[src/rtl/lsu_pkg.sv]
// rtl/lsu_pkg.sv - shared funct3 codes, FSM states and size decode for the load/store unit
package lsu_pkg;

  localparam logic [2:0] F3_B  = 3'b000;
  localparam logic [2:0] F3_H  = 3'b001;
  localparam logic [2:0] F3_W  = 3'b010;
  localparam logic [2:0] F3_BU = 3'b100;
  localparam logic [2:0] F3_HU = 3'b101;

  typedef enum logic [2:0] {
    IDLE,
    LO,
    HI,
    FIN,
    RESP
  } state_t;

  // Byte mask for the access size encoded in funct3[1:0] (1, 2 or 4 bytes).
  function automatic logic [3:0] size_mask(input logic [1:0] sz);
    case (sz)
      2'b00:   size_mask = 4'b0001;
      2'b01:   size_mask = 4'b0011;
      default: size_mask = 4'b1111;
    endcase
  endfunction

  // Unsigned loads have no store counterpart; 011/110/111 are never legal.
  function automatic logic f3_valid(input logic [2:0] f3, input logic we);
    case (f3)
      F3_B, F3_H, F3_W: f3_valid = 1'b1;
      F3_BU, F3_HU:     f3_valid = ~we;
      default:          f3_valid = 1'b0;
    endcase
  endfunction

endpackage

[src/rtl/lsu_if.sv]
// rtl/lsu_if.sv - request, response and data-memory signal bundle of the load/store unit
interface lsu_if #(
  parameter int DATA_WIDTH = 32,
  parameter int ADDR_WIDTH = 32
);
  logic                  req_valid;
  logic                  req_ready;
  logic                  req_we;
  logic [2:0]            req_funct3;
  logic [ADDR_WIDTH-1:0] req_addr;
  logic [DATA_WIDTH-1:0] req_wdata;
  logic                  resp_valid;
  logic                  resp_ready;
  logic [DATA_WIDTH-1:0] resp_rdata;
  logic                  resp_err;
  logic                  mem_en;
  logic                  mem_we;
  logic [3:0]            mem_be;
  logic [ADDR_WIDTH-3:0] mem_addr;
  logic [DATA_WIDTH-1:0] mem_wdata;
  logic [DATA_WIDTH-1:0] mem_rdata;

  // The load/store unit itself.
  modport slave (
    input  req_valid, req_we, req_funct3, req_addr, req_wdata, resp_ready, mem_rdata,
    output req_ready, resp_valid, resp_rdata, resp_err,
    output mem_en, mem_we, mem_be, mem_addr, mem_wdata
  );

  // Execute stage plus data memory.
  modport master (
    output req_valid, req_we, req_funct3, req_addr, req_wdata, resp_ready, mem_rdata,
    input  req_ready, resp_valid, resp_rdata, resp_err,
    input  mem_en, mem_we, mem_be, mem_addr, mem_wdata
  );
endinterface

[src/rtl/lsu_align.sv]
// rtl/lsu_align.sv - store lane shifting, byte enables and load extract/extend
module lsu_align
  import lsu_pkg::*;
(
  input  logic [1:0]  off,
  input  logic [2:0]  funct3,
  input  logic [31:0] wdata,
  input  logic [31:0] lo_word,
  input  logic [31:0] hi_word,
  output logic [3:0]  be_lo,
  output logic [3:0]  be_hi,
  output logic [31:0] wdata_lo,
  output logic [31:0] wdata_hi,
  output logic [31:0] load_data,
  output logic        split
);

  logic [7:0]  mask8;
  logic [4:0]  sh;
  logic [31:0] raw;

  // Lanes of an access spanning two words: low nibble/bytes go to lo, the spill to hi.
  always_comb begin
    mask8     = {4'b0000, size_mask(funct3[1:0])} << off;
    be_lo     = mask8[3:0];
    be_hi     = mask8[7:4];
    sh        = {off, 3'b000};
    wdata_lo  = wdata << sh;
    wdata_hi  = (off == 2'd0) ? 32'd0 : (wdata >> (6'd32 - {1'b0, sh}));
    raw       = 32'({hi_word, lo_word} >> sh);
    split     = ((funct3[1:0] == 2'b01) && (off == 2'd3)) ||
                ((funct3[1:0] == 2'b10) && (off != 2'd0));
    case (funct3[1:0])
      2'b00:   load_data = funct3[2] ? {24'd0, raw[7:0]}  : {{24{raw[7]}}, raw[7:0]};
      2'b01:   load_data = funct3[2] ? {16'd0, raw[15:0]} : {{16{raw[15]}}, raw[15:0]};
      default: load_data = raw;
    endcase
  end

endmodule

[src/rtl/lsu_ctrl.sv]
// rtl/lsu_ctrl.sv - load/store unit FSM splitting misaligned accesses into two word accesses
module lsu_ctrl
  import lsu_pkg::*;
#(
  parameter int DATA_WIDTH = 32,
  parameter int ADDR_WIDTH = 32
) (
  input  logic  clk,
  input  logic  rst,
  lsu_if.slave  bus
);

  state_t                state, state_next;
  logic [ADDR_WIDTH-1:0] addr_q;
  logic [2:0]            f3_q;
  logic                  we_q;
  logic [DATA_WIDTH-1:0] wdata_q, lo_q, hi_q, rdata_q;
  logic                  err_q;
  logic [ADDR_WIDTH-3:0] lo_w, hi_w;
  logic [DATA_WIDTH-1:0] lo_word, hi_word, wdata_lo, wdata_hi, load_data;
  logic [3:0]            be_lo, be_hi;
  logic                  split;

  assign lo_w = addr_q[ADDR_WIDTH-1:2];
  assign hi_w = lo_w + {{(ADDR_WIDTH-3){1'b0}}, 1'b1};

  // Read data is only valid in the cycle after the read, so the final word bypasses its register.
  assign lo_word = (state == HI)  ? bus.mem_rdata : lo_q;
  assign hi_word = (state == FIN) ? bus.mem_rdata : hi_q;

  lsu_align u_align (
    .off       (addr_q[1:0]),
    .funct3    (f3_q),
    .wdata     (wdata_q),
    .lo_word   (lo_word),
    .hi_word   (hi_word),
    .be_lo     (be_lo),
    .be_hi     (be_hi),
    .wdata_lo  (wdata_lo),
    .wdata_hi  (wdata_hi),
    .load_data (load_data),
    .split     (split)
  );

  // State register.
  always_ff @(posedge clk or posedge rst) begin
    if (rst) state <= IDLE;
    else     state <= state_next;
  end

  // Next state and memory-side outputs, decoded only from state and latched request.
  always_comb begin
    state_next    = state;
    bus.mem_en    = 1'b0;
    bus.mem_we    = 1'b0;
    bus.mem_be    = 4'b0000;
    bus.mem_addr  = '0;
    bus.mem_wdata = '0;
    case (state)
      IDLE: if (bus.req_valid) state_next = f3_valid(bus.req_funct3, bus.req_we) ? LO : RESP;
      LO: begin
        bus.mem_en   = 1'b1;
        bus.mem_addr = lo_w;
        if (we_q) begin
          bus.mem_we    = 1'b1;
          bus.mem_be    = be_lo;
          bus.mem_wdata = wdata_lo;
          state_next    = split ? HI : RESP;
        end else begin
          state_next = HI;
        end
      end
      HI: begin
        if (we_q) begin
          bus.mem_en    = 1'b1;
          bus.mem_addr  = hi_w;
          bus.mem_we    = 1'b1;
          bus.mem_be    = be_hi;
          bus.mem_wdata = wdata_hi;
          state_next    = RESP;
        end else if (split) begin
          bus.mem_en   = 1'b1;
          bus.mem_addr = hi_w;
          state_next   = FIN;
        end else begin
          state_next = RESP;
        end
      end
      FIN:  state_next = RESP;
      RESP: if (bus.resp_ready) state_next = IDLE;
      default: state_next = IDLE;
    endcase
  end

  // Latch the request at acceptance.
  always_ff @(posedge clk or posedge rst) begin
    if (rst) begin
      addr_q  <= '0;
      f3_q    <= 3'b000;
      we_q    <= 1'b0;
      wdata_q <= '0;
    end else if (state == IDLE && bus.req_valid) begin
      addr_q  <= bus.req_addr;
      f3_q    <= bus.req_funct3;
      we_q    <= bus.req_we;
      wdata_q <= bus.req_wdata;
    end
  end

  // Capture the low and high read words.
  always_ff @(posedge clk or posedge rst) begin
    if (rst) begin
      lo_q <= '0;
      hi_q <= '0;
    end else begin
      if (state == HI && !we_q) lo_q <= bus.mem_rdata;
      if (state == FIN)         hi_q <= bus.mem_rdata;
    end
  end

  // Registered response: error flag at acceptance, formatted load data on entry to RESP.
  always_ff @(posedge clk or posedge rst) begin
    if (rst) begin
      err_q   <= 1'b0;
      rdata_q <= '0;
    end else if (state == IDLE && bus.req_valid) begin
      err_q   <= ~f3_valid(bus.req_funct3, bus.req_we);
      rdata_q <= '0;
    end else if (!we_q && ((state == HI && state_next == RESP) || state == FIN)) begin
      rdata_q <= load_data;
    end
  end

  assign bus.req_ready  = (state == IDLE);
  assign bus.resp_valid = (state == RESP);
  assign bus.resp_err   = err_q;
  assign bus.resp_rdata = rdata_q;

endmodule

[src/flat_wrapper.sv]
// flat-port wrapper written by rule: the top's interface ports become plain ports
module lsu_ctrl_flat import lsu_pkg::*;
#(
  parameter int DATA_WIDTH = 32,
  parameter int ADDR_WIDTH = 32
)
  (clk, rst, bus_req_valid, bus_req_we, bus_req_funct3, bus_req_addr, bus_req_wdata, bus_resp_ready, bus_mem_rdata, bus_req_ready, bus_resp_valid, bus_resp_rdata, bus_resp_err, bus_mem_en, bus_mem_we, bus_mem_be, bus_mem_addr, bus_mem_wdata);
  lsu_if #(.DATA_WIDTH(DATA_WIDTH), .ADDR_WIDTH(ADDR_WIDTH)) bus_i ();
  input  logic clk;
  input  logic rst;
  input wire logic [$bits(bus_i.req_valid)-1:0] bus_req_valid;
  input wire logic [$bits(bus_i.req_we)-1:0] bus_req_we;
  input wire logic [$bits(bus_i.req_funct3)-1:0] bus_req_funct3;
  input wire logic [$bits(bus_i.req_addr)-1:0] bus_req_addr;
  input wire logic [$bits(bus_i.req_wdata)-1:0] bus_req_wdata;
  input wire logic [$bits(bus_i.resp_ready)-1:0] bus_resp_ready;
  input wire logic [$bits(bus_i.mem_rdata)-1:0] bus_mem_rdata;
  output wire logic [$bits(bus_i.req_ready)-1:0] bus_req_ready;
  output wire logic [$bits(bus_i.resp_valid)-1:0] bus_resp_valid;
  output wire logic [$bits(bus_i.resp_rdata)-1:0] bus_resp_rdata;
  output wire logic [$bits(bus_i.resp_err)-1:0] bus_resp_err;
  output wire logic [$bits(bus_i.mem_en)-1:0] bus_mem_en;
  output wire logic [$bits(bus_i.mem_we)-1:0] bus_mem_we;
  output wire logic [$bits(bus_i.mem_be)-1:0] bus_mem_be;
  output wire logic [$bits(bus_i.mem_addr)-1:0] bus_mem_addr;
  output wire logic [$bits(bus_i.mem_wdata)-1:0] bus_mem_wdata;
  assign bus_i.req_valid = bus_req_valid;
  assign bus_i.req_we = bus_req_we;
  assign bus_i.req_funct3 = bus_req_funct3;
  assign bus_i.req_addr = bus_req_addr;
  assign bus_i.req_wdata = bus_req_wdata;
  assign bus_i.resp_ready = bus_resp_ready;
  assign bus_i.mem_rdata = bus_mem_rdata;
  assign bus_req_ready = bus_i.req_ready;
  assign bus_resp_valid = bus_i.resp_valid;
  assign bus_resp_rdata = bus_i.resp_rdata;
  assign bus_resp_err = bus_i.resp_err;
  assign bus_mem_en = bus_i.mem_en;
  assign bus_mem_we = bus_i.mem_we;
  assign bus_mem_be = bus_i.mem_be;
  assign bus_mem_addr = bus_i.mem_addr;
  assign bus_mem_wdata = bus_i.mem_wdata;
  lsu_ctrl #(.DATA_WIDTH(DATA_WIDTH), .ADDR_WIDTH(ADDR_WIDTH)) u_core (.clk(clk), .rst(rst), .bus(bus_i));
endmodule
[config.mk]
export PLATFORM = sky130hd
export DESIGN_NAME = lsu_ctrl_flat
export DESIGN_NICKNAME = d
export VERILOG_FILES = /design/src/rtl/lsu_pkg.sv /design/src/rtl/lsu_if.sv /design/src/rtl/lsu_align.sv /design/src/rtl/lsu_ctrl.sv /design/src/flat_wrapper.sv
export SDC_FILE = /design/constraint.sdc
export NUM_CORES = 1
export LEC_CHECK = 0
export CAP_MARGIN = 40
export CORE_ASPECT_RATIO = 0.8
export CORE_MARGIN = 1
export CORE_UTILIZATION = 40
export DETAILED_ROUTE_END_ITERATION = 8
export HOLD_SLACK_MARGIN = 0.05
export REMOVE_ABC_BUFFERS = 1
export SLEW_MARGIN = 5
export SYNTH_ARGS = -nofsm -noshare
export SYNTH_HDL_FRONTEND = slang
export SYNTH_HIERARCHICAL = 1
export SYNTH_SLANG_ARGS = --single-unit
[constraint.sdc]
create_clock -name clk -period 14.1 [get_ports clk]
set_clock_uncertainty 0.1 [all_clocks]
set_input_delay 1.41 -clock clk [delete_from_list [all_inputs] [get_ports clk]]
set_output_delay 1.41 -clock clk [all_outputs]
set_load 0.05 [all_outputs]
* Word level (Yosys, flattened, before mapping) *
Index checks and enable logic that the tools add are counted.

word-level totals
  flip-flop bits (word level) = 168
  bits in latches = 0
  bits in writable memories = 0
  memory bits (read-only) = 0
  input port bits = 104
  output and inout bits = 103
  logic and storage cells = 82
  memories kept = 0

cells by class
  add/sub/neg operators = 2
  multiply operators = 0
  div/mod/pow operators = 0
  order comparisons = 0
  eq/ne operators = 12
  shift operators = 4
  mux-type cells = 35
  bitwise gates (word level) = 2
  reductions and logical operators = 18

operators by type and width
  operator                                                            number
  32-bit 2-to-1 mux                                                   9
  32-bit one-hot mux with 2 select lines                              2
  64-bit by 5-bit right shift with 32-bit output                      1
  30-bit 2-to-1 mux                                                   2
  30-bit one-hot mux with 2 select lines                              1
  32-bit by 5-bit left shift with 32-bit output                       1
  32-bit by 6-bit right shift with 32-bit output                      1
  30-bit by 1-bit adder with 30-bit output (second input constant)    1
  3-bit 2-to-1 mux                                                    7
  4-bit one-hot mux with 2 select lines                               2
  3-bit one-hot mux with 5 select lines                               1
  3-bit == test (second input constant)                               4
  3-bit by 2-bit == test with 1-bit output (second input constant)    3
  4-bit 2-to-1 mux                                                    2
  4-bit by 2-bit left shift with 8-bit output                         1
  1-bit 2-to-1 mux                                                    7
  3-bit by 1-bit == test with 1-bit output (second input constant)    2
  1-bit logical AND                                                   6
  3-bit logical NOT                                                   2
  6-bit by 5-bit subtractor with 6-bit output (first input constant)  1
  2-bit == test (second input constant)                               2
  2-bit logical NOT                                                   2
  1-bit one-hot mux with 2 select lines                               2
  2-bit nonzero test                                                  2
  6 further kinds                                                     9

* Logic depth before layout (Yosys ltp) *
Gate-level depths: netlist of run 1.

  depth after elaboration = 14
  depth in mapped cells = 14

* Cells and area by module *
The synthesis of run 1 kept the hierarchy.

modules (own cells, without submodules)
  module     instances  cells each  area an instance (um^2)  sequential area each (um^2)
  lsu_ctrl   1          733         8,359.3                  4,204.0
  lsu_align  1          289         2,352.3                  0.0

* Least setup slack after synthesis of run 1 *
OpenSTA, ideal clock, no wires.

  path kind = register -> output
  from = register u_core.addr_q[1]
  to = output bus_mem_addr[23]
  arrival = 4.272 ns
  path slack = 8.318 ns
  cell stages (with the launch flop) = 13
  buffers on the path = 6
  cells stage by stage = dfrtp_1 buf_2 buf_2 clkbuf_1 inv_1 ha_1 clkbuf_1 nand2b_1 o21ai_0 o21ai_2 buf_2 buf_2 o41ai_1

between the ends
  cells in the longest elaborated chain, start to end = 6
  elaborated cells on any way between the ends = 8
  those cells by class = eq/ne: 1; mux: 3; reduce/logical: 4

RTL lines
  item                                                 line                              RTL
  start, declared                                      lsu_ctrl.sv:14                    logic [ADDR_WIDTH-1:0] addr_q;
  start signal, assigned                               lsu_ctrl.sv:103                   addr_q <= bus.req_addr;
  2-bit == test or 2-bit nonzero test (tied branches)  lsu_align.sv:31, lsu_align.sv:32
  1-bit logical AND, on equally long branches          lsu_align.sv:31, lsu_align.sv:32
  1-bit logical OR (*)                                 lsu_align.sv:31                   split = ((funct3[1:0] == 2'b01) && (off == 2'd3)) ||
  net u_core.split                                     lsu_ctrl.sv:22                    logic split;
  30-bit 2-to-1 mux (*)                                lsu_ctrl.sv:81                    end else if (split) begin
  30-bit 2-to-1 mux (*)                                lsu_ctrl.sv:74                    if (we_q) begin
  30-bit one-hot mux with 2 select lines (*)           lsu_ctrl.sv:59                    case (state)
  end, declared                                        flat_wrapper.sv:25                output wire logic [$bits(bus_i.mem_addr)-1:0] bus_mem_addr;

The timed path passes the listed nets; every way through them passes the cells marked *.

* Worst setup path in the final report of run 1 *
  from = register u_core.addr_q[0]
  to = output bus_mem_addr[22]

Same word-level chain as after synthesis.

==> out/results.txt, run 1 <==
The flow ran to the end, and the final reports show no timing, DRC or antenna violations. The tools report the all-layer global routing usage as 0.2191. The total number of nets in the final design is 1,262, and the height of the chip is 146.4 µm.

Each instance of the synthesized netlist takes up on average 10.36 µm². STA puts the critical path data arrival time at 4.97 ns. The layout has 2,282 filler cells.

Setup violations remaining at the end of the flow were counted as 0. In this run the tool buffered the top-level ports with 206 buffer cells. Number of slew-limit violations in the final report: 0. Critical path capture point type: an output pin. For the initial antenna violation count, the log shows 4. Along the worst hold path, the cell count comes to 2.

The depth of the most critical reg-to-reg path is 10. During synthesis, Yosys emitted a total of 6 warnings. Setup total negative slack on the finished layout was measured at 0 ns. The cell sitting at the root of the clock tree is a sky130_fd_sc_hd__clkbuf_16. The largest fanout on the critical path works out to 29.

For this block, the initial DRC count from the detailed router was 639. Setup repair after global routing left no endpoint under its margin. The fraction of layout cells with a size suffix above 1 was 0.2354. The worst setup path is launched from a flip-flop. The number of setup buffers added after CTS is 0.

The worst hold path belongs to the class reg -> reg. Routability-driven placement finished with a final weighted congestion of 0.8247. The logs give 0.4096 for the starting density of the core and 160 for the CTS sink count.

The final core area utilization is 0.5214. TritonCTS built the clock tree. Using the TritonRoute via totals, the vias-per-cell ratio works out to 5.514. The logs give 0.4464 for the tightest slew margin relative to the limit and 12.59 ns for the worst endpoint required time. In the final routed layout, each cell accounts on average for 18.90 µm. Detailed routing inserted a total of 8,381 vias. The layout overhead on the synthesized area was 27.29%. The delay of the slowest critical-path stage is 0.80 ns, and the maximum clock rate is 0.1542 GHz.

The total of cells resized after clock tree synthesis is 0. The number of global-route vias before repair is 7,970. Synthesis produced a netlist whose cell count is 1,006.

Type of the setup path with the least slack: reg -> out. In this run the number of H-tree levels came out at 4. In this run the static leakage power is 5.129 nW. Max-cap violations in this run came to 0. The number of hold violations in the final report was 0; the clock latency of the later-clocked register in the worst-skew pair was 0.44 ns. Entering global routing, the biggest net connects 71 pins. In this run, post-CTS hold repair placed 0 buffers.

During I/O placement, the number of pins put on the boundary was 207. In this run the standard cell core region covers 25,440 µm². The number of DRC violations after detailed routing is 0, and the wire length of the first global-routing pass is 45.91 mm. The cell type of the slowest stage on the worst timing path is sky130_fd_sc_hd__clkdlybuf4s50_1. For the pin with the worst max-slew slack, the measured transition is 0.8130 ns.

The clock passes through at most 2 buffers. VDD sags by at most 0.0001349 V. The total iterations of the first detailed-routing run is 5, and the total congestion overflow after global routing is 0. The routed design has 28.72 mm of wire.

Once detailed placement completed, the half-perimeter wirelength came to 19.05 mm. The shortest period the worst path allows came out at 6.485 ns. After floorplanning, the core was divided into 52 placement rows.

The die covers 26,710 µm². For the number of buffers added by the clock tree synthesis step, the log shows 17. After clock tree synthesis, the clock-pin slew on the worst setup and hold paths is 0.07 ns. Hold timing on the final database bottoms out at a slack of 0.3829 ns. For the post-synthesis instance area, the log shows 10,420 µm².

In this run the remaining antenna-violating nets after routing total 0. The ratio of final minimum period to clock period was 0.4599. Traced cell by cell, the critical path runs through inv_1 > ha_1 > nand2b_1 > o21ai_0 > o21a_1 > nand3_1 > nor3b_1 > a211o_1 > clkdlybuf4s50_1. From left edge to right edge, the die measures 182.5 µm.

In this run the power density over the cells is 264.1 nW/µm².
worst max-delay path: cells and delay by family, from the launching register on:
family | cells | cell delay (ns)
flops | 1 | 0.71
simple gates | 3 | 0.80
buf+inv | 2 | 1.03
fa+ha+maj | 1 | 0.51
compound gates | 3 | 1.46
where the power goes:
group          internal [mW]  switching (mW)  total [mW]
sequential             0.689           0.232       0.921
clock                  0.236           0.203       0.439
combinational          0.952            1.19        2.14
path summary, 6_finish.rpt:
| path | from | endpoint | slack (ns) |
|---|---|---|---|
| min reg2reg | u_core/bus.resp_rdata[28] | u_core/bus.resp_rdata[28] | 0.38 |
| min in group asynchronous | rst | u_core/hi_q[5] | 1.30 |
| max reg2reg | u_core/addr_q[0] | u_core/bus.resp_rdata[14] | 10.35 |
| min | u_core/bus.resp_rdata[28] | u_core/bus.resp_rdata[28] | 0.38 |
| max | u_core/addr_q[0] | bus_mem_addr[22] | 7.62 |
| max in group asynchronous | rst | u_core/addr_q[0] | 11.37 |
state kept, by name (all words and copies together), names as in the netlist:
signal                 cells
u_core/wdata_q            32
u_core/state               3
u_core/we_q                1
u_core/addr_q             32
u_core/lo_q               32
u_core/hi_q               24
u_core/bus.resp_rdata     32
u_core/f3_q                3
u_core/bus.resp_err        1
final cells by class:
type	count	area, µm²	share of cell area
inverter	4	20.02	0.001509
clock inverter	11	81.33	0.006131
timing repair buffer	224	2310	0.1741
tap	351	439.2	0.03311
antenna	1	2.502	0.0001886
clock buffer	21	460.4	0.03471
sequential	160	4011	0.3024
multi-input combinational	748	5941	0.4478
cells in the final DEF (no fill, tap or decap), types with 3 or more instances in the layout:
| cell | count |
|---|---|
| sky130_fd_sc_hd__nand4_1 | 9 |
| sky130_fd_sc_hd__nand3_1 | 13 |
| sky130_fd_sc_hd__clkdlybuf4s50_1 | 206 |
| sky130_fd_sc_hd__o21ai_1 | 34 |
| sky130_fd_sc_hd__buf_4 | 12 |
| sky130_fd_sc_hd__nor2_1 | 31 |
| sky130_fd_sc_hd__a21oi_1 | 20 |
| sky130_fd_sc_hd__mux4_2 | 34 |
| sky130_fd_sc_hd__and3_2 | 3 |
| sky130_fd_sc_hd__clkinvlp_4 | 3 |
| sky130_fd_sc_hd__clkinv_2 | 3 |
| sky130_fd_sc_hd__a2bb2oi_1 | 8 |
| sky130_fd_sc_hd__a211oi_1 | 25 |
| sky130_fd_sc_hd__nand2_1 | 123 |
| sky130_fd_sc_hd__clkbuf_16 | 17 |
| sky130_fd_sc_hd__o21ai_2 | 11 |
| sky130_fd_sc_hd__inv_6 | 5 |
| sky130_fd_sc_hd__ha_1 | 3 |
| sky130_fd_sc_hd__o31ai_1 | 7 |
| sky130_fd_sc_hd__o21ai_0 | 65 |
| sky130_fd_sc_hd__nand3b_1 | 4 |
| sky130_fd_sc_hd__mux2i_1 | 32 |
| sky130_fd_sc_hd__a22oi_1 | 36 |
| sky130_fd_sc_hd__inv_1 | 3 |
| sky130_fd_sc_hd__mux2_2 | 156 |
| sky130_fd_sc_hd__a31oi_1 | 10 |
| sky130_fd_sc_hd__buf_16 | 5 |
| sky130_fd_sc_hd__dfrtp_1 | 158 |
| sky130_fd_sc_hd__nor2b_1 | 54 |
| sky130_fd_sc_hd__and2_1 | 19 |
per-stage QoR:
stage,power [mW],std cells,area (µm²),setup slack [ns]
floorplan,2.471,912,9925,6.026
global placement,3.000,1480,12560,8.190
detailed placement,3.068,1487,12720,8.135
CTS,3.516,1519,13260,7.648
global route,3.739,1519,13260,7.300
finish,3.503,1520,13270,7.615
routing by layer:
layer  vias to the layer above  global-route usage  routed length [µm]
met5                         -                   0                  19
met4                         4             0.05546                 296
met3                        27             0.05263                1684
met2                       240              0.3181               12740
met1                      4139              0.3251               13980
li1                       3971                   -                   -
Note: power is estimated with default switching activity, not from simulation.
==> run 2, diff against run 1 <==
PLACE_DENSITY = 0.67   (was default)
clock period = 5.6 ns   (was 14.1 ns; I/O delays follow)
==> run 2 against run 1 <==
Final area up 0.29%; worst hold slack improved by 0.00099 ns; first-iteration DRC count is 7.0% higher; sequential share of layout area fell by 0.088 points; core utilization grew 0.15 points; cell count grew 0.20%; register-to-register slack worse by 8.5 ns; setup slack got worse by 6.9 ns; power rose to 2.5 times the previous value; critical path type unchanged; critical path depth is 1 lower; clock-buffer cell count is 2 lower; die area stayed put.
==> out/results.txt, run 2 (same netlist as run 1, synthesis figures left out) <==
The flow ran to the end, and the final reports show no timing, DRC or antenna violations. In this run the worst path has a maximum fanout of 70. The number of global-route vias before repair is 8,251. Traced cell by cell, the critical path runs through buf_4 > buf_4 > nor2b_1 > a2bb2oi_1 > nor2_1 > a22oi_1 > nor2b_1 > clkdlybuf4s50_1. Number of DRC violations after detailed routing: 0. The ratio of final minimum period to clock period was 0.8663. The die covers 26,710 µm².

The post-route total power came out at 8.932 mW. The number of hold violations in the final report came out at 0. For the all-layer global routing usage, the log shows 0.2201. After legalization and detailed placement, the total HPWL measured 19.16 mm. The first global-routing pass estimated 46.18 mm of wire. The logs give 0.3309 for the met2 track utilization from global routing and 12,690 µm² for the standard cell area after detailed placement. The tree is rooted in a sky130_fd_sc_hd__clkbuf_16. Setup repair after global routing left no endpoint under its margin. Tracing the worst setup path back leads to its startpoint at u_core/addr_q[0].

Counting the buffers created by CTS gives 17. The standard cell core area is 25,440 µm². The fraction of layout cells with a size suffix above 1 was 0.2434. Element type at the critical path start: a flip-flop. In this run the register-to-register setup slack is 1.89 ns. The total iterations of the first detailed-routing run is 5, and the CTS H-tree depth is 4.

The maximum number of pins on one net before global-route repair is 71, and the fraction of met3 tracks used by global routing is 0.05288. The min-delay analysis places its worst path in the category reg -> reg. On the critical path, the stage with the largest delay is an instance of sky130_fd_sc_hd__clkdlybuf4s50_1.

The run gives 1,265 as the total number of nets in the final design. The worst register-to-register path begins at u_core/state[1]. The wire length per cell came out at 18.93 µm. The number of I/O port buffers was 206; the total of cells resized after clock tree synthesis was 0. The run gives 0 as the number of hold-repair buffers added at the cts stage.

At the later pin of the worst-skew pair, clock insertion delay measures 0.43 ns. After clock tree synthesis, the setup repair step added 0 buffers. Setup violations remaining at the end of the flow were counted as 0.

The library cells used most frequently in the layout, excluding fill and tap cells, are sky130_fd_sc_hd__clkdlybuf4s50_1, sky130_fd_sc_hd__dfrtp_1, sky130_fd_sc_hd__mux2_2. The global routing's busiest layer is met2. In this run the critical register-to-register path is captured at u_core/bus.resp_rdata[30]. The critical path crosses 8 cells after its start point. Counting I/O delays and the setup requirement, the final critical path takes 4.851 ns. For this block, the via count after detailed routing is 8,606. For the tightest slew margin relative to the limit, the log shows 0.4240. The most common library cell in the layout ignoring fill and taps is sky130_fd_sc_hd__clkdlybuf4s50_1. The worst-case IR drop observed on VDD is 0.0003802 V. Compared with the post-synthesis result, the final layout area differs by 27.66%. The number of violations reported at the end of detailed-routing iteration 0 was 684; the worst endpoint required time was 4.94 ns. Max-cap violations in this run came to 0. TritonCTS built the clock tree.

In the routed layout, each cell is associated on average with a via count of 5.651. The power per cell area came out at 671.4 nW/µm². On the final layout, the worst hold slack is 0.3839 ns. Timing would allow up to 0.2061 GHz.

Summed over all cells, the static leakage comes to 5.175 nW. The buffers plus inverters on the worst setup path was 3. The initial antenna violation count came out at 3. Global routing finished with a remaining overflow of 0. The die is 146.4 µm tall. The worst setup path is captured at an output pin.

The tools report the number of slew-limit violations in the final report as 0. After clock tree synthesis, the clock-pin slew on the worst setup and hold paths is 0.07 ns. Data arrives at the worst endpoint at 4.19 ns.

The number of cells on the worst reg-to-reg path is 9. Among cell families on the critical path, the largest total delay comes from buffers and inverters. The logs give 160 for the CTS sink count and 2 for the number of buffers on the longest clock path. The transition time at the pin with the least slew margin is 0.8460 ns. The setup path with the least slack is of type reg -> out. Following the worst setup path forward leads to its endpoint at bus_mem_wdata[12]. With fillers left out, the area of the finished cells amounts to 13,300 µm². In this run the core area contains 52 standard-cell rows.

For the starting density of the core, the log shows 0.4096. Once detail routing completed, the nets flagged for antenna violations numbered 0. Routability-driven placement finished with a final weighted congestion of 0.8821.

In this run the count of I/O pins placed on the die edge is 207. The post-detailed-routing wire length was 28.83 mm. The width of the die came out at 182.5 µm.

Delay of the slowest critical-path stage: 0.81 ns. The run gives 0.3198 as the met1 usage.
## run 2: final cells by class
class,instances,area [µm²]
fillers,2225,12140
multi-input cells,748,5941
flip-flops and latches,160,4011
repair buffers,227,2277
clock buffers,19,442.9
well taps,351,439.2
clock inverters,13,170.2
inverters,4,20.02
diodes,1,2.502
## run 2: worst min path at each step
stage / startpoint / end / depth (start not counted)
final: u_core/bus.resp_rdata[12] / u_core/bus.resp_rdata[12] / 2
after global routing: u_core/hi_q[22] / u_core/hi_q[22] / 1
after CTS: u_core/bus.resp_rdata[12] / u_core/bus.resp_rdata[12] / 2
after detailed placement: u_core/bus.resp_rdata[12] / u_core/bus.resp_rdata[12] / 2
after global placement: u_core/bus.resp_rdata[28] / u_core/bus.resp_rdata[28] / 2
after floorplan: u_core/hi_q[16] / u_core/hi_q[16] / 1
## run 2: through the flow
| step | util | setup TNS (ns) | worst slack, ns | instances |
|---|---|---|---|---|
| floorplan | - | -71.02 | -1.624 | 912 |
| global placement | 0.4952 | 0 | 1.143 | 1486 |
| detailed placement | 0.4988 | 0 | 1.166 | 1490 |
| CTS | 0.5229 | 0 | 0.6874 | 1522 |
| global route | 0.5229 | 0 | 0.4384 | 1522 |
| finish | 0.5230 | 0 | 0.7485 | 1523 |
## run 2: routing by layer
layer / up-vias / share of wire
li1: 3980 / -
met1: 4292 / 0.48
met2: 305 / 0.44
met3: 27 / 0.064
met4: 2 / 0.011
met5: - / 0.00059
## run 2: worst min-delay path, cell delays in order, from the launching register on
cell                      delay (ns)
sky130_fd_sc_hd__dfrtp_1        0.34
sky130_fd_sc_hd__nand2_1        0.05
sky130_fd_sc_hd__o21ai_1        0.06
## run 2: power breakdown
part	switching [mW]	internal, mW
sequential	0.548	1.73
clock	0.529	0.689
combinational	3.07	2.36
